`src/rtl/game_spawner_if.sv`:
```
// Spawn offer channel between the spawner and the object/sprite logic.
interface game_spawner_if;
  logic       spawn_valid;
  logic       spawn_ready;
  logic [9:0] spawn_x;
  logic       spawn_dir;

  modport master (output spawn_valid, output spawn_x, output spawn_dir, input spawn_ready);
  modport slave  (input spawn_valid, input spawn_x, input spawn_dir, output spawn_ready);
endinterface

```
`src/rtl/game_spawner.sv`:
```
// Waits a pseudo-random delay, then offers a new object (column, direction)
// over a valid/ready channel and holds off until the object is reported done.
module game_spawner #(
  parameter int unsigned X_MAX     = 639,
  parameter int unsigned DELAY_MIN = 16
) (
  input  logic                  clk,
  input  logic                  reset,
  input  logic                  enable,
  input  logic [15:0]           random,
  game_spawner_if.master        spawn,
  input  logic                  object_done,
  output logic                  busy,
  output logic [7:0]            spawn_count
);

  typedef enum logic [1:0] {S_IDLE, S_WAIT, S_OFFER, S_ACTIVE} state_t;

  localparam logic [9:0] X_LIM    = 10'(X_MAX);
  localparam logic [9:0] X_SPAN   = 10'(X_MAX + 1);
  localparam logic [8:0] DELAY_LD = 9'(DELAY_MIN);

  state_t     state;
  logic [8:0] delay;
  logic [9:0] x_q;
  logic       dir_q;
  logic [9:0] raw;

  assign raw = random[15:6];

  always_ff @(posedge clk or negedge reset) begin
    if (!reset) begin
      state       <= S_IDLE;
      delay       <= '0;
      x_q         <= '0;
      dir_q       <= 1'b0;
      spawn_count <= '0;
    end else begin
      case (state)
        S_IDLE: begin
          if (enable) begin
            delay <= DELAY_LD + {1'b0, random[7:0]};
            state <= S_WAIT;
          end
        end
        S_WAIT: begin
          if (!enable) begin
            state <= S_IDLE;
          end else if (delay != '0) begin
            delay <= delay - 9'd1;
          end else begin
            // Fold out-of-range columns back onto the screen.
            x_q   <= (raw > X_LIM) ? raw - X_SPAN : raw;
            dir_q <= random[0];
            state <= S_OFFER;
          end
        end
        S_OFFER: begin
          if (!enable) begin
            state <= S_IDLE;
          end else if (spawn.spawn_ready) begin
            state <= S_ACTIVE;
            if (spawn_count != 8'hFF) spawn_count <= spawn_count + 8'd1;
          end
        end
        S_ACTIVE: begin
          if (object_done) state <= S_IDLE;
        end
        default: state <= S_IDLE;
      endcase
    end
  end

  assign spawn.spawn_valid = (state == S_OFFER);
  assign spawn.spawn_x     = x_q;
  assign spawn.spawn_dir   = dir_q;
  assign busy              = (state != S_IDLE);

endmodule

```
`src/flat_wrapper.sv`:
```
// flat-port wrapper written by rule: the top's interface ports become plain ports
module game_spawner_flat 
#(
  parameter int unsigned X_MAX     = 639,
  parameter int unsigned DELAY_MIN = 16
)
  (clk, reset, enable, random, object_done, busy, spawn_count, spawn_spawn_valid, spawn_spawn_x, spawn_spawn_dir, spawn_spawn_ready);
  game_spawner_if spawn_i ();
  input  logic clk;
  input  logic reset;
  input  logic enable;
  input  logic [15:0] random;
  input  logic object_done;
  output logic busy;
  output logic [7:0] spawn_count;
  output wire logic [$bits(spawn_i.spawn_valid)-1:0] spawn_spawn_valid;
  output wire logic [$bits(spawn_i.spawn_x)-1:0] spawn_spawn_x;
  output wire logic [$bits(spawn_i.spawn_dir)-1:0] spawn_spawn_dir;
  input wire logic [$bits(spawn_i.spawn_ready)-1:0] spawn_spawn_ready;
  assign spawn_spawn_valid = spawn_i.spawn_valid;
  assign spawn_spawn_x = spawn_i.spawn_x;
  assign spawn_spawn_dir = spawn_i.spawn_dir;
  assign spawn_i.spawn_ready = spawn_spawn_ready;
  game_spawner #(.X_MAX(X_MAX), .DELAY_MIN(DELAY_MIN)) u_core (.clk(clk), .reset(reset), .enable(enable), .random(random), .spawn(spawn_i), .object_done(object_done), .busy(busy), .spawn_count(spawn_count));
endmodule
```
`config.mk`:
```
export PLATFORM = sky130hd
export DESIGN_NAME = game_spawner_flat
export DESIGN_NICKNAME = d
export VERILOG_FILES = /design/src/rtl/game_spawner_if.sv /design/src/rtl/game_spawner.sv /design/src/flat_wrapper.sv
export SDC_FILE = /design/constraint.sdc
export NUM_CORES = 1
export LEC_CHECK = 0
export BUFFER_PORTS_ARGS = -buffer_cell sky130_fd_sc_hd__buf_2
export CAP_MARGIN = 0
export CORE_UTILIZATION = 56
export DETAILED_ROUTE_END_ITERATION = 10
export PLACE_DENSITY_LB_ADDON = 0.12
export SYNTH_ARGS = -nofsm -noshare
export SYNTH_HDL_FRONTEND = slang
export SYNTH_SLANG_ARGS = --single-unit
```
`constraint.sdc`:
```
create_clock -name clk -period 3.57 [get_ports clk]
set_clock_uncertainty 0.2 [all_clocks]
set_input_delay 1.071 -clock clk [delete_from_list [all_inputs] [get_ports clk]]
set_output_delay 1.071 -clock clk [all_outputs]
set_load 0.02 [all_outputs]
```
==> flow_summary.ini, run 1 <==
[power]
leakagePower_nw = 0.930
irDropWorstVdd_mv = 0.467
p_per_area_nw_per_um2 = 603
total_power_mw = 1.11

[final_layout]
nets = 221
antenna_cells = 0
seq_area_um2 = 751
fin_area_um2 = 1840
syn_to_final_growth_pct = 15.9
fillCellCount = 199
drive_gt1_share_pct = 33.2
multi_input_area_um2 = 774

[route]
wl_mm = 3.21
ant_nets = 0
drc_errors = 0
drt_first_iter_violations = 46
viasPerCell = 5.77
drt_first_pass_iters = 4
vias = 1303
wl_per_cell_um = 14.2

[floorplanning]
coreArea_um2 = 2570
die-area_um2 = 3050
pin_count = 42
die_y_um = 55.2
fp.dieW_um = 55.2
start_util_pct = 61.8
rows = 18

[critical_path]
crit_required_ns = 3.58
cp-start-kind = register
cpMaxStageDelayCell = nor4_4
crit_fanout = 13
cp_top_family = simple AND/OR/NAND/NOR gates
crit_buf_inv = 1
critPathArrivalTime_ns = 2.69
cp-end-kind = register
path_class = register to register
worstPathCellList = inv_1, ha_1, or4b_4, nor4_4, mux2_2
max_stage_delay_ns = 0.66

[clocking]
clock_latency_ns = 0.33
post_cts_buffers = 0
h-tree-depth = 2
cts_buffers = 5
clock-root-buffer = clkbuf_4
postCtsHoldBufs = 0
cts_buffer_depth = 2
tritoncts = yes
path_clk_slew_ns = 0.09
clock_sinks = 30
cts_resized = 0

[yosys]
postSynthAreaPerCell_um2 = 10.4
synth_nets = 178
async_reset_ff_share_pct = 100
ys_seq_area_share_pct = 47.3
yosysWarnings = 0
synth_edf_count = 0
synth_ff_type = dfrtp_1
synth_area_um2 = 1590
synth-seq-cells = 30
synthTopCellsByCount = dfrtp_1 (30), o21ai_0 (15), a21oi_1 (12), nor2_1 (12), mux2_2 (11)
synth_cell_types = 37
synth_most_common_cell = dfrtp_1
synth.area.top_cells = dfrtp_1 (47%), mux2_2 (7.8%), o21ai_0 (4.7%), xor2_1 (3.9%), a21oi_1 (3.8%)
synth_cells = 153
yosys.area.top_type = dfrtp_1
synth_top_cell_area_share_pct = 47.3

[placement]
placed_area_um2 = 1790
io_buffers = 41
hpwl_mm = 2.36
gp_congestion = 0.753
dp_worst_setup_slack_ns = 0.755

[sta]
maxSlewViolCount = 0
whs_ns = 0.303
slew_headroom_pct = 47.7
min_period_ns = 2.68
setup_viol = 0
fin_ws_ns = 0.887
worst_pin_slew_ns = 0.782
grt_setup_unrepaired = false
finalCritPeriodShare_pct = 75.2
finalSetupTns_ns = 0
max_freq_mhz = 373
hold_viol_final = 0

[global_routing]
grt_pass1_wl_mm = 5.58
grt_usage_pct = 23.4
grt-ovfl-total = 0
grt_pass1_vias = 1262
grt_max_degree = 31
antenna_found_initial = 0

[min_path]
hp-class = register to register

[run]
drv_cap = 0

[outcome]
outcome = complete, no violations
[per-stage QoR]
step                      std cells  utilization (%)
after CTS                       226             71.6
final                           226             71.6
after global placement          219             69.9
after floorplan                 153                -
after detailed placement        219             69.9
after global routing            226             71.6
[layer usage]
| layer | vias up | global-route usage [%] | routed length (um) |
|---|---|---|---|
| met2 | 37 | 38.6 | 1600 |
| met3 | 9 | 6.56 | 155 |
| li1 | 632 | - | - |
| met5 | - | 0 | 0 |
| met1 | 625 | 29.9 | 1400 |
| met4 | 0 | 7.50 | 54 |
[placed cells by master (no fill, tap or decap), types with 2 or more instances in the layout]
cell type / Yosys / routed
dfrtp_1: 30 / 30
nor3_1: 5 / 5
buf_2: 1 / 41
xnor2_1: 2 / 2
nor4_1: 3 / 3
clkbuf_4: 0 / 5
nand2b_1: 2 / 2
nor2_1: 12 / 12
mux2_2: 11 / 11
o21ai_0: 15 / 15
nor2b_1: 3 / 3
ha_1: 4 / 4
xor2_1: 7 / 7
clkbuf_1: 2 / 2
nand2_1: 6 / 6
o211ai_1: 2 / 2
nand4_1: 3 / 3
nand3_1: 7 / 7
a21oi_1: 12 / 12
inv_1: 7 / 7
[state kept, by name, summed over array words and instances (netlist names)]
name / count
u_core.delay: 9
u_core.spawn.spawn_dir: 1
u_core.spawn.spawn_x: 10
u_core.spawn_count: 8
u_core.state: 2
[kinds of logic (layout without fill, tap and decap cells)]
family                   count (synthesis)  in the layout  synth area share (%)
AO/OA/AOI/OAI                           38             38                  15.4
XOR/XNOR                                 9              9                  4.97
adder cells (fa/ha/maj)                  4              4                  3.15
buffers and inverters                   12             55                  3.86
flip-flops                              30             30                  47.3
multiplexers                            11             11                  7.81
AND/OR/NAND/NOR                         49             49                  17.5
[final timing paths]
kind	from	to	slack (ns)	depth (start not counted)
setup reg to reg	u_core.delay[0]	u_core.spawn.spawn_x[8]	0.89	5
setup / recovery	u_core.delay[0]	u_core.spawn.spawn_x[8]	0.89	5
hold / removal	u_core.spawn_count[6]	u_core.spawn_count[6]	0.30	1
hold reg to reg	u_core.spawn_count[6]	u_core.spawn_count[6]	0.30	1
max in group asynchronous	reset	u_core.spawn.spawn_x[8]	2.17	1
min in group asynchronous	reset	u_core.spawn.spawn_x[5]	0.56	1
[area by class of cell]
cell class / instances / area share [%]
Multi-Input combinational cell: 111 / 42.1
Tap cell: 30 / 2.04
Sequential cell: 30 / 40.8
Inverter: 7 / 1.43
Timing Repair Buffer: 41 / 11.2
Clock buffer: 7 / 2.45
[power by group]
group / switching [mW] / leakage, nW / internal (mW) / total [mW]
clock network: 0.110 / 0.0254 / 0.0741 / 0.184
registers: 0.0852 / 0.393 / 0.439 / 0.525
logic: 0.232 / 0.511 / 0.168 / 0.400
total: 0.428 / 0.930 / 0.682 / 1.11
Note: power is estimated with default switching activity, not from simulation.
==> run 2, diff against run 1 <==
--- a/config.mk
+++ b/config.mk
@@ -7,7 +7,7 @@
 export LEC_CHECK = 0
 export BUFFER_PORTS_ARGS = -buffer_cell sky130_fd_sc_hd__buf_2
 export CAP_MARGIN = 0
-export CORE_UTILIZATION = 56
+export CORE_UTILIZATION = 47
 export DETAILED_ROUTE_END_ITERATION = 10
 export PLACE_DENSITY_LB_ADDON = 0.12
 export SYNTH_ARGS = -nofsm -noshare
==> constraint.sdc (replaced) <==
create_clock -name clk -period 2.4 [get_ports clk]
set_clock_uncertainty 0.2 [all_clocks]
set_input_delay 0.72 -clock clk [delete_from_list [all_inputs] [get_ports clk]]
set_output_delay 0.72 -clock clk [all_outputs]
set_load 0.02 [all_outputs]
==> flow_summary.ini, run 2 (same netlist as run 1, synthesis figures left out) <==
[sta]
grt_setup_unrepaired = false
max_freq_mhz = 452
slew_headroom_pct = 56.2
hold_viol_final = 0
finalCritPeriodShare_pct = 92.1
finalSetupTns_ns = 0
fin_ws_ns = 0.189
setup_viol = 0
maxSlewViolCount = 0
min_period_ns = 2.21
worst_pin_slew_ns = 0.657

[final_layout]
largest_reg_flops = 10
fillCellCount = 274
syn_to_final_growth_pct = 22.7
nets = 230
final_common_cell = buf_2
antenna_cells = 0
final_cell_mix = buf_2 (41), dfrtp_1 (30), o21ai_0 (15)
drive_gt1_share_pct = 37.4

[route]
wl_mm = 3.28
wl_met1_mm = 1.45
drt_first_iter_violations = 31
ant_nets = 0
wl_per_cell_um = 13.1
viasPerCell = 5.28
vias = 1319
wl_met2_mm = 1.63
drc_errors = 0
wl_met3_um = 137
drt_first_pass_iters = 4
top_layer = met4

[placement]
hpwl_mm = 2.42
gp_congestion = 0.829
io_buffers = 41
dp_worst_setup_slack_ns = 0.0400

[clocking]
clock-root-buffer = clkbuf_4
h-tree-depth = 2
cts_buffers = 5
path_clk_slew_ns = 0.10
clock_latency_ns = 0.34
clock_sinks = 30
cts_buffer_depth = 2
tritoncts = yes

[critical_path]
cpMaxStageDelayCell = dfrtp_1
cp_top_family = flip-flops
crit_required_ns = 1.48
worstPathCellList = or2_2, buf_2
max_stage_delay_ns = 0.47
crit_fanout = 10
critPathArrivalTime_ns = 1.29
cp-start-kind = register
crit_buf_inv = 1
cp-end-kind = primary output
path_class = register to primary output

[min_path]
hp-class = input pin to asynchronous set/reset pin

[power]
p_per_area_nw_per_um2 = 898
leakagePower_nw = 0.984
irDropWorstVdd_mv = 0.524

[floorplanning]
die-area_um2 = 3610
rows = 20
fp.dieW_um = 60.1
pin_count = 42
coreArea_um2 = 3130
die_y_um = 60.1
start_util_pct = 50.7

[run]
drv_cap = 0

[global_routing]
grt_usage_pct = 20.3
grt-ovfl-total = 0
grt_max_degree = 31
grt_pass1_wl_mm = 5.22
grt_pass1_vias = 1220
antenna_found_initial = 0

[outcome]
outcome = complete, no violations
-- run 2: cell count changes in the layout (fill, tap and decap cells not counted), sizes merged --
cell and delta:
buf +9, clkbuf -1, clkinv +1, clkinvlp +1
-- run 2: cell type report --
cell class                      instances  area [um2]  share of cell area [%]
Inverter                                7        26.3                    1.35
Sequential cell                        30         751                    38.6
Multi-Input combinational cell        111         774                    39.8
Tap cell                               44        55.1                    2.83
Clock buffer                            6        51.3                    2.63
Clock inverter                          2        12.5                   0.643
Timing Repair Buffer                   50         277                    14.2
-- run 2: per-stage QoR --
stage / util [%] / std cells / cell area (um2) / hold WS (ns) / total power [mW]
finish: 62.2 / 250 / 1950 / 0.196 / 1.75
global route: 62.2 / 250 / 1950 / 0.241 / 1.86
CTS: 61.6 / 248 / 1930 / 0.211 / 1.76
detailed placement: 59.6 / 240 / 1860 / 0.286 / 1.43
global placement: 59.6 / 240 / 1860 / 0.278 / 1.41
floorplan: - / 153 / 1590 / 0.224 / 1.19
-- run 2: final timing paths --
kind                                        from                       to  slack [ns]  cells after the start
max                              u_core.state[1]                     busy        0.19                      2
max reg2reg                      u_core.delay[0]  u_core.spawn.spawn_x[8]        0.20                      6
min in group clk           u_core.spawn_count[6]    u_core.spawn_count[6]        0.29                      1
min                                        reset          u_core.state[1]        0.20                      1
min reg2reg                u_core.spawn_count[6]    u_core.spawn_count[6]        0.29                      1
max in group asynchronous                  reset          u_core.delay[0]        1.38                      1
-- run 2: layer usage --
| metal | global-route usage, % | up-vias |
|---|---|---|
| li1 | - | 653 |
| met1 | 22.1 | 634 |
| met2 | 33.8 | 26 |
| met3 | 7.58 | 6 |
| met4 | 11.6 | 0 |
| met5 | 0 | - |
-- run 2: where the power goes --
| group | internal (mW) | switching [mW] |
|---|---|---|
| clock | 0.141 | 0.186 |
| sequential | 0.653 | 0.108 |
| combinational | 0.289 | 0.370 |
| total | 1.08 | 0.664 |
-- run 2: timing repair --
action                                  in CTS  in global routing
buffers inserted                             0                  2
hold buffers                                 0                  0
endpoints found under the setup margin       0                 10
gates resized for setup                      0                  1
